## config.mk

```make
export PLATFORM = sky130hd
export DESIGN_NAME = text_ram_writer
export DESIGN_NICKNAME = d
export VERILOG_FILES = /design/src/rtl/text_pkg.sv /design/src/rtl/text_cursor.sv /design/src/rtl/text_ram_writer.sv
export SDC_FILE = /design/constraint.sdc
export NUM_CORES = 1
export LEC_CHECK = 0
export CORE_UTILIZATION = 52
export CTS_CLUSTER_SIZE = 8
export DETAILED_ROUTE_END_ITERATION = 8
export MAX_ROUTING_LAYER = met4
export PLACE_DENSITY = 0.77
export SLEW_MARGIN = 30
export SYNTH_ARGS = -nofsm -noshare
export SYNTH_HDL_FRONTEND = slang
export SYNTH_SLANG_ARGS = --single-unit
```

## constraint.sdc

```tcl
create_clock -name clk -period 2.6 [get_ports clk]
set_clock_uncertainty 0.1 [all_clocks]
set_input_delay 0.26 -clock clk [delete_from_list [all_inputs] [get_ports clk]]
set_output_delay 0.26 -clock clk [all_outputs]
set_load 0.02 [all_outputs]
```

## src/rtl/text_pkg.sv

```systemverilog
// Shared control codes, FSM state encodings and byte classification for the
// text-mode RAM writer.
package text_pkg;

    localparam logic [7:0] CH_CR = 8'h0D;
    localparam logic [7:0] CH_LF = 8'h0A;
    localparam logic [7:0] CH_BS = 8'h08;
    localparam logic [7:0] CH_FF = 8'h0C;

    typedef logic [1:0] state_t;

    localparam state_t S_IDLE  = 2'd0;
    localparam state_t S_PUT   = 2'd1;
    localparam state_t S_CLEAR = 2'd2;

    // Codes that only move the cursor and keep the writer in IDLE.
    function automatic logic is_cursor_ctrl(input logic [7:0] code);
        return (code == CH_CR) || (code == CH_LF) || (code == CH_BS);
    endfunction

    function automatic logic is_printable(input logic [7:0] code);
        return !is_cursor_ctrl(code) && (code != CH_FF);
    endfunction

endpackage

```

## src/rtl/text_cursor.sv

```systemverilog
// Row/column cursor for the text writer: advance with wrap, home, carriage
// return, line feed and saturating backspace.
module text_cursor #(
    parameter int ROW_BITS = 5,
    parameter int COL_BITS = 5,
    parameter int ROWS     = 32,
    parameter int COLS     = 32
) (
    input  logic                clk,
    input  logic                reset_n,
    input  logic                inc,
    input  logic                home,
    input  logic                cr,
    input  logic                lf,
    input  logic                bs,
    output logic [ROW_BITS-1:0] row,
    output logic [COL_BITS-1:0] col
);

    localparam logic [ROW_BITS-1:0] ROW_LAST = ROW_BITS'(ROWS - 1);
    localparam logic [COL_BITS-1:0] COL_LAST = COL_BITS'(COLS - 1);

    logic [ROW_BITS-1:0] row_next_line;

    assign row_next_line = (row == ROW_LAST) ? '0 : row + ROW_BITS'(1);

    // Only one command is ever raised per cycle; the priority order is a tie-break.
    always_ff @(posedge clk or negedge reset_n) begin
        if (!reset_n) begin
            row <= '0;
            col <= '0;
        end else if (home) begin
            row <= '0;
            col <= '0;
        end else if (lf) begin
            row <= row_next_line;
            col <= '0;
        end else if (cr) begin
            col <= '0;
        end else if (bs) begin
            if (col != '0) begin
                col <= col - COL_BITS'(1);
            end
        end else if (inc) begin
            if (col == COL_LAST) begin
                col <= '0;
                row <= row_next_line;
            end else begin
                col <= col + COL_BITS'(1);
            end
        end
    end

endmodule

```

## src/rtl/text_ram_writer.sv

```systemverilog
// Byte-stream front end for the text display RAM: interprets control codes,
// and writes cells or clears the whole RAM only while the display is blanked.
module text_ram_writer
    import text_pkg::*;
#(
    parameter int         ROW_BITS   = 5,
    parameter int         COL_BITS   = 5,
    parameter int         ROWS       = 32,
    parameter int         COLS       = 32,
    parameter logic [7:0] BLANK_CHAR = 8'h0A
) (
    input  logic                         clk,
    input  logic                         reset_n,
    input  logic [7:0]                   in_data,
    input  logic                         in_valid,
    output logic                         in_ready,
    input  logic                         display_on,
    output logic [ROW_BITS+COL_BITS-1:0] ram_addr,
    output logic [7:0]                   ram_din,
    output logic                         ram_we,
    output logic                         busy,
    output logic [ROW_BITS-1:0]          cur_row,
    output logic [COL_BITS-1:0]          cur_col
);

    localparam int AW = ROW_BITS + COL_BITS;

    state_t          state;
    state_t          next_state;
    logic            armed;
    logic [AW-1:0]   sweep_addr;
    logic [AW-1:0]   put_addr;
    logic [7:0]      put_din;
    logic            accept;
    logic            sweep_last;
    logic            cur_inc;
    logic            cur_home;
    logic            cur_cr;
    logic            cur_lf;
    logic            cur_bs;

    assign accept     = in_valid && in_ready;
    assign sweep_last = &sweep_addr;

    assign cur_home = accept && (in_data == CH_FF);
    assign cur_cr   = accept && (in_data == CH_CR);
    assign cur_lf   = accept && (in_data == CH_LF);
    assign cur_bs   = accept && (in_data == CH_BS);
    assign cur_inc  = (state == S_PUT) && ram_we;

    text_cursor #(
        .ROW_BITS (ROW_BITS),
        .COL_BITS (COL_BITS),
        .ROWS     (ROWS),
        .COLS     (COLS)
    ) u_cursor (
        .clk     (clk),
        .reset_n (reset_n),
        .inc     (cur_inc),
        .home    (cur_home),
        .cr      (cur_cr),
        .lf      (cur_lf),
        .bs      (cur_bs),
        .row     (cur_row),
        .col     (cur_col)
    );

    always_ff @(posedge clk or negedge reset_n) begin
        if (!reset_n) begin
            state <= S_CLEAR;
        end else begin
            state <= next_state;
        end
    end

    always_comb begin
        next_state = state;
        case (state)
            S_IDLE: begin
                if (accept) begin
                    if (in_data == CH_FF) begin
                        next_state = S_CLEAR;
                    end else if (is_printable(in_data)) begin
                        next_state = S_PUT;
                    end
                end
            end
            S_PUT: begin
                if (ram_we) begin
                    next_state = S_IDLE;
                end
            end
            S_CLEAR: begin
                if (ram_we && sweep_last) begin
                    next_state = S_IDLE;
                end
            end
            default: next_state = S_CLEAR;
        endcase
    end

    // The reset state is CLEAR, so writes are held off by 'armed' until the
    // first edge after release; asserting reset drops ram_we asynchronously.
    always_comb begin
        ram_we   = 1'b0;
        ram_addr = put_addr;
        ram_din  = put_din;
        if (state == S_CLEAR) begin
            ram_addr = sweep_addr;
            ram_din  = BLANK_CHAR;
        end
        if ((state == S_PUT) || (state == S_CLEAR)) begin
            ram_we = armed && !display_on;
        end
    end

    always_ff @(posedge clk or negedge reset_n) begin
        if (!reset_n) begin
            armed    <= 1'b0;
            in_ready <= 1'b0;
            busy     <= 1'b1;
        end else begin
            armed    <= 1'b1;
            in_ready <= (next_state == S_IDLE);
            busy     <= (next_state == S_CLEAR);
        end
    end

    always_ff @(posedge clk or negedge reset_n) begin
        if (!reset_n) begin
            sweep_addr <= '0;
        end else if (cur_home) begin
            sweep_addr <= '0;
        end else if ((state == S_CLEAR) && ram_we) begin
            sweep_addr <= sweep_addr + AW'(1);
        end
    end

    // Cell address and data are captured with the pre-advance cursor.
    always_ff @(posedge clk) begin
        if (accept && is_printable(in_data)) begin
            put_din  <= in_data;
            put_addr <= {cur_row, cur_col};
        end
    end

endmodule

```

**After elaboration in Yosys (flattened, before gate mapping)**

Index checks and enable logic that the tools add are counted.

- Logic and storage cells: 77
- Output and inout port bits: 31
- Input port bits: 12
- Register bits after elaboration: 43

- Eq/ne operators: 13
- Multiplexer cells: 25
- Add/subtract/negate cells: 4
- Reductions and logical operators: 26

Operators by type and width:

| kind | number |
|---|---|
| 5-bit 2-to-1 mux | 14 |
| 8-bit by 4-bit == test with 1-bit output (second input constant) | 4 |
| 10-bit 2-to-1 mux | 3 |
| 1-bit logical AND | 11 |
| 10-bit by 1-bit adder with 10-bit output (second input constant) | 1 |
| 5-bit by 1-bit adder with 5-bit output (second input constant) | 2 |
| 5-bit == test (second input constant) | 2 |
| 2-bit 2-to-1 mux | 5 |
| 10-bit AND reduction | 1 |
| 5-bit nonzero test | 2 |
| 8-bit 2-to-1 mux | 1 |
| 8-bit by 4-bit != test with 1-bit output (second input constant) | 1 |
| 2-bit case mux with 3 select lines | 1 |
| 3-bit nonzero test | 2 |
| 5-bit by 4-bit != test with 1-bit output (second input constant) | 1 |
| 5-bit by 1-bit subtractor with 5-bit output (second input constant) | 1 |
| 2-bit == test (second input constant) | 2 |
| 2-bit zero test | 2 |
| 4-bit AND reduction | 1 |
| 1-bit logical OR | 3 |
| 3-bit by 2-bit != test with 1-bit output (second input constant) | 1 |
| 3-bit != test (second input constant) | 1 |
| 2-bit by 1-bit == test with 1-bit output (second input constant) | 1 |
| 1-bit zero test | 2 |
| other kinds (3) | 3 |

**Logic depth before layout (Yosys ltp)**

- Depth after elaboration: 10
- Gate-level depth with buffers: 8

**Hierarchy**

From an unflattened synthesis, not the netlist that was laid out.

- Cells, all modules: 194
- Area total of the unflattened synthesis: 2223.4 µm²

By module, submodules not included:

| module | cells an instance | times used | area an instance (µm²) |
|---|---|---|---|
| text_ram_writer | 128 | 1 | 1586.5 |
| text_cursor | 66 | 1 | 636.9 |

**Worst setup path before layout**

Ideal clock, no wire load.

- Path kind: register to register
- From: register in_ready
- To: register busy
- Path buffers: 0
- Setup slack: 204 ps
- Stages on the path, launching flop included: 6
- Period minus slack after synthesis: 2396 ps
- Arrival time: 2219 ps
- Cell sequence: dfrtp_1 -> nand2_1 -> a41oi_1 -> o22ai_1 -> a21oi_1 -> o21ba_2

- Longest elaborated chain between the ends: 4

Ends and longest elaborated chain:

| what | RTL line | source |
|---|---|---|
| start, declared | text_ram_writer.sv:16 | `output logic in_ready,` |
| start signal, assigned | text_ram_writer.sv:124 | `in_ready <= (next_state == S_IDLE);` |
| 1-bit logical AND | text_ram_writer.sv:42 | `assign accept = in_valid && in_ready;` |
| 2-bit 2-to-1 mux | text_ram_writer.sv:80 | `if (accept) begin` |
| 2-bit case mux with 3 select lines | text_ram_writer.sv:78 | `case (state)` |
| 2-bit == test | text_ram_writer.sv:125 | `busy <= (next_state == S_CLEAR);` |
| end signal, assigned | text_ram_writer.sv:125 |  |
| end, declared | text_ram_writer.sv:21 | `output logic busy,` |

Every way passes these cells.
A chain may end at the register's enable or synchronous reset.

**Final worst setup path**

- From: register state[1]
- To: output ram_addr[0]

- Longest elaborated chain between the ends: 2

Ends and longest elaborated chain:

| what | RTL line | source |
|---|---|---|
| start, declared | text_ram_writer.sv:28 | `state_t state;` |
| start signal, assigned | text_ram_writer.sv:72 | `state <= next_state;` |
| 2-bit == test | text_ram_writer.sv:108 | `if (state == S_CLEAR) begin` |
| 10-bit 2-to-1 mux | text_ram_writer.sv:108 |  |
| end, declared | text_ram_writer.sv:18 | `output logic [ROW_BITS+COL_BITS-1:0] ram_addr,` |

Every way passes these cells.

==> impl_metrics.json <==
{
  "die_x_um": 68.8,
  "syn-cell-area_um2": 2320,
  "ff2ff_path_depth": 9,
  "cts_setup_buffers": 0,
  "cts_buffers": 5,
  "io-pin-count": 43,
  "fin_tns_setup_ns": 0,
  "wirelength_um": 4940,
  "fin_cells": 316,
  "crit_path_end_kind": "output port",
  "wl_per_cell_um": 15.6,
  "dp.cells": 308,
  "crit_required_ns": 2.24,
  "hpwl_um": 3660,
  "synth_top_area_share": 0.248,
  "clkTransAtPathRegs_ns": 0.08,
  "grt_antenna_before_repair": 0,
  "multi_input_area_um2": 1090,
  "grt_pass1_vias": 1611,
  "clock-root-buffer": "clkbuf_8",
  "drt_iter0_drc": 155,
  "hold_viol": 0,
  "syn_inst": 207,
  "vdd_ir_drop_max_v": 0.000595,
  "nets": 288,
  "cts_tree": "built",
  "initial_core_util": 0.559,
  "numPortBuffers": 42,
  "routabilityCongestion": 0.935,
  "grt_max_degree": 26,
  "fin_crit_sh": 0.956,
  "vias": 1810,
  "async_reset_ff_frac": 0.581,
  "grt_setup_unrepaired": "no",
  "num-fill-cells": 318,
  "final.min_clock_period_ns": 2.49,
  "synth_edf_count": 18,
  "cts_buffer_depth": 2,
  "post_synth.cell_area_avg_um2": 11.2,
  "finalSetupViolations": 0,
  "arrival_ns": 2.13,
  "min_path_type": "input port to asynchronous set/reset pin",
  "yosysWarnings": 0,
  "syn_to_final_growth_pct": 29.2,
  "cellLeakagePower_nw": 1.30,
  "yosys_most_used_dff": "dfrtp_1",
  "max-cap-violations": 0,
  "drt_pass1_iterations": 4,
  "post-route-util": 0.723,
  "hold_slack_ns": 0.226,
  "synth_top_cell_by_area": "dfrtp_1",
  "fmax_mhz": 402,
  "seq_area_frac_synth": 0.504,
  "p_per_area_nw_per_um2": 810,
  "htree_num_levels": 2,
  "grt_pass1_wl_um": 7730,
  "track_usage": 0.235,
  "insertedDiodeCount": 0,
  "postCtsResizedCells": 0,
  "drc": 0,
  "critPathMaxFanout": 20,
  "detail_route.vias_per_cell": 5.73,
  "core.rowCount": 23,
  "startpoint_type": "flop",
  "finalMaxSlewViolations": 0,
  "p_total_w": 0.00243,
  "drive_above_1_share": 0.169,
  "synth.area.top_cells": "dfrtp_1 25%, edfxtp_1 23%, ha_1 5.9%, mux2_2 4.9%, nor2_1 2.9%",
  "synthesis.nets": 230,
  "die_area_um2": 4730,
  "hold_buffers": 0,
  "regArea_um2": 1170,
  "critical_path_class": "flop to output port",
  "die_y_um": 68.8,
  "clock_latency_ns": 0.29,
  "ys_types": 54,
  "ys_ff_latch": 43,
  "grt_overflow_total": 0,
  "antenna_left": 0,
  "core_um2": 4140,
  "outcome": "completed",
  "clock_sinks": 43
}
final cells by class:
cell class / instances / share of cell area
sequential: 43 / 0.390
timing repair buffer: 57 / 0.179
clock buffer: 8 / 0.0334
inverter: 10 / 0.0125
tap: 50 / 0.0209
multi-input combinational: 148 / 0.364
cells by family (layout without fill, tap and decap cells):
family / count (synthesis) / in the layout / synth area share
XOR/XNOR: 8 / 8 / 0.0302
multiplexers: 14 / 14 / 0.0680
flip-flops: 43 / 43 / 0.504
buffers and inverters: 16 / 75 / 0.0291
adder cells (fa/ha/maj): 11 / 11 / 0.0594
AND/OR/NAND/NOR: 79 / 79 / 0.199
other: 1 / 1 / 0.00162
AO/OA/AOI/OAI: 35 / 35 / 0.108
power breakdown:
group / leakage [nW] / switching, W / internal (W)
logic: 0.749 / 0.000536 / 0.000493
registers: 0.500 / 0.0000760 / 0.000861
clock network: 0.0515 / 0.000218 / 0.000242
worst paths after layout:
kind	from	to	slack, ns
worst max-delay path	state[1]$_DFF_PN1_	ram_addr[0]	0.11
max in group asynchronous	reset_n	state[1]$_DFF_PN1_	1.87
worst min register to register	u_cursor.row[4]$_DFFE_PN0P_	put_addr[9]$_DFFE_PP_	0.42
worst max register to register	state[1]$_DFF_PN1_	u_cursor.row[3]$_DFFE_PN0P_	0.22
worst min-delay path	reset_n	sweep_addr[3]$_DFFE_PN0P_	0.23
min in group clk	u_cursor.row[4]$_DFFE_PN0P_	put_addr[9]$_DFFE_PP_	0.42
cells in the mapped netlist (2+ instances only):
cell type / count
dfrtp_1: 23
edfxtp_1: 18
nor2_1: 18
nand2_1: 12
ha_1: 11
inv_1: 10
mux2_2: 10
and3_1: 7
nor2b_1: 7
a21oi_1: 6
o31ai_1: 6
clkbuf_1: 5
nand3_1: 5
nor3_1: 5
o21ai_0: 4
xnor2_1: 4
xor2_1: 4
a21o_1: 3
mux2i_1: 3
nor3b_1: 3
or2_2: 3
a211o_1: 2
dfstp_2: 2
nand3b_1: 2
nand4_1: 2
nor4_1: 2
o311ai_0: 2
or3_1: 2
cells in the final DEF (no fill, tap or decap), types with 6 or more instances in the layout:
cell,instances
clkdlybuf4s50_1,42
buf_4,14
mux2_2,10
inv_1,10
nor2b_1,7
nand2_1,12
clkbuf_8,7
edfxtp_1,18
a21oi_1,6
and3_1,7
ha_1,11
nor2_1,18
dfrtp_1,23
o31ai_1,6
worst max-delay path, cell delays in order (launching register included):
cell	delay [ns]
dfstp_2	0.56
ha_1	0.16
buf_6	0.20
mux2_2	0.37
clkdlybuf4s50_1	0.54
metal layers:
layer  part of all wire  routed length [um]  up-vias  global-route usage
met5                  0                   0        -                   -
met4              0.014                  68        0              0.0995
met3              0.035                 173        7              0.0411
met2               0.47                2320       46               0.353
met1               0.48                2380      879               0.312
li1                   -                   -      878                   -
sequential cells by signal, indices dropped and copies added (netlist names):
name / count
armed: 1
busy: 1
in_ready: 1
put_addr: 10
put_din: 8
state: 2
sweep_addr: 10
u_cursor.col: 5
u_cursor.row: 5
per-stage QoR:
| stage | area [um2] | setup WS, ns |
|---|---|---|
| 5_1_grt | 3000 | 0.0355 |
| 2_1_floorplan | 2320 | 0.204 |
| 3_5_place_dp | 2890 | 0.107 |
| 6_report | 3000 | 0.114 |
| 4_1_cts | 2990 | 0.0472 |
| 3_3_place_gp | 2890 | 0.131 |
Power figures use the tool's default switching activity.
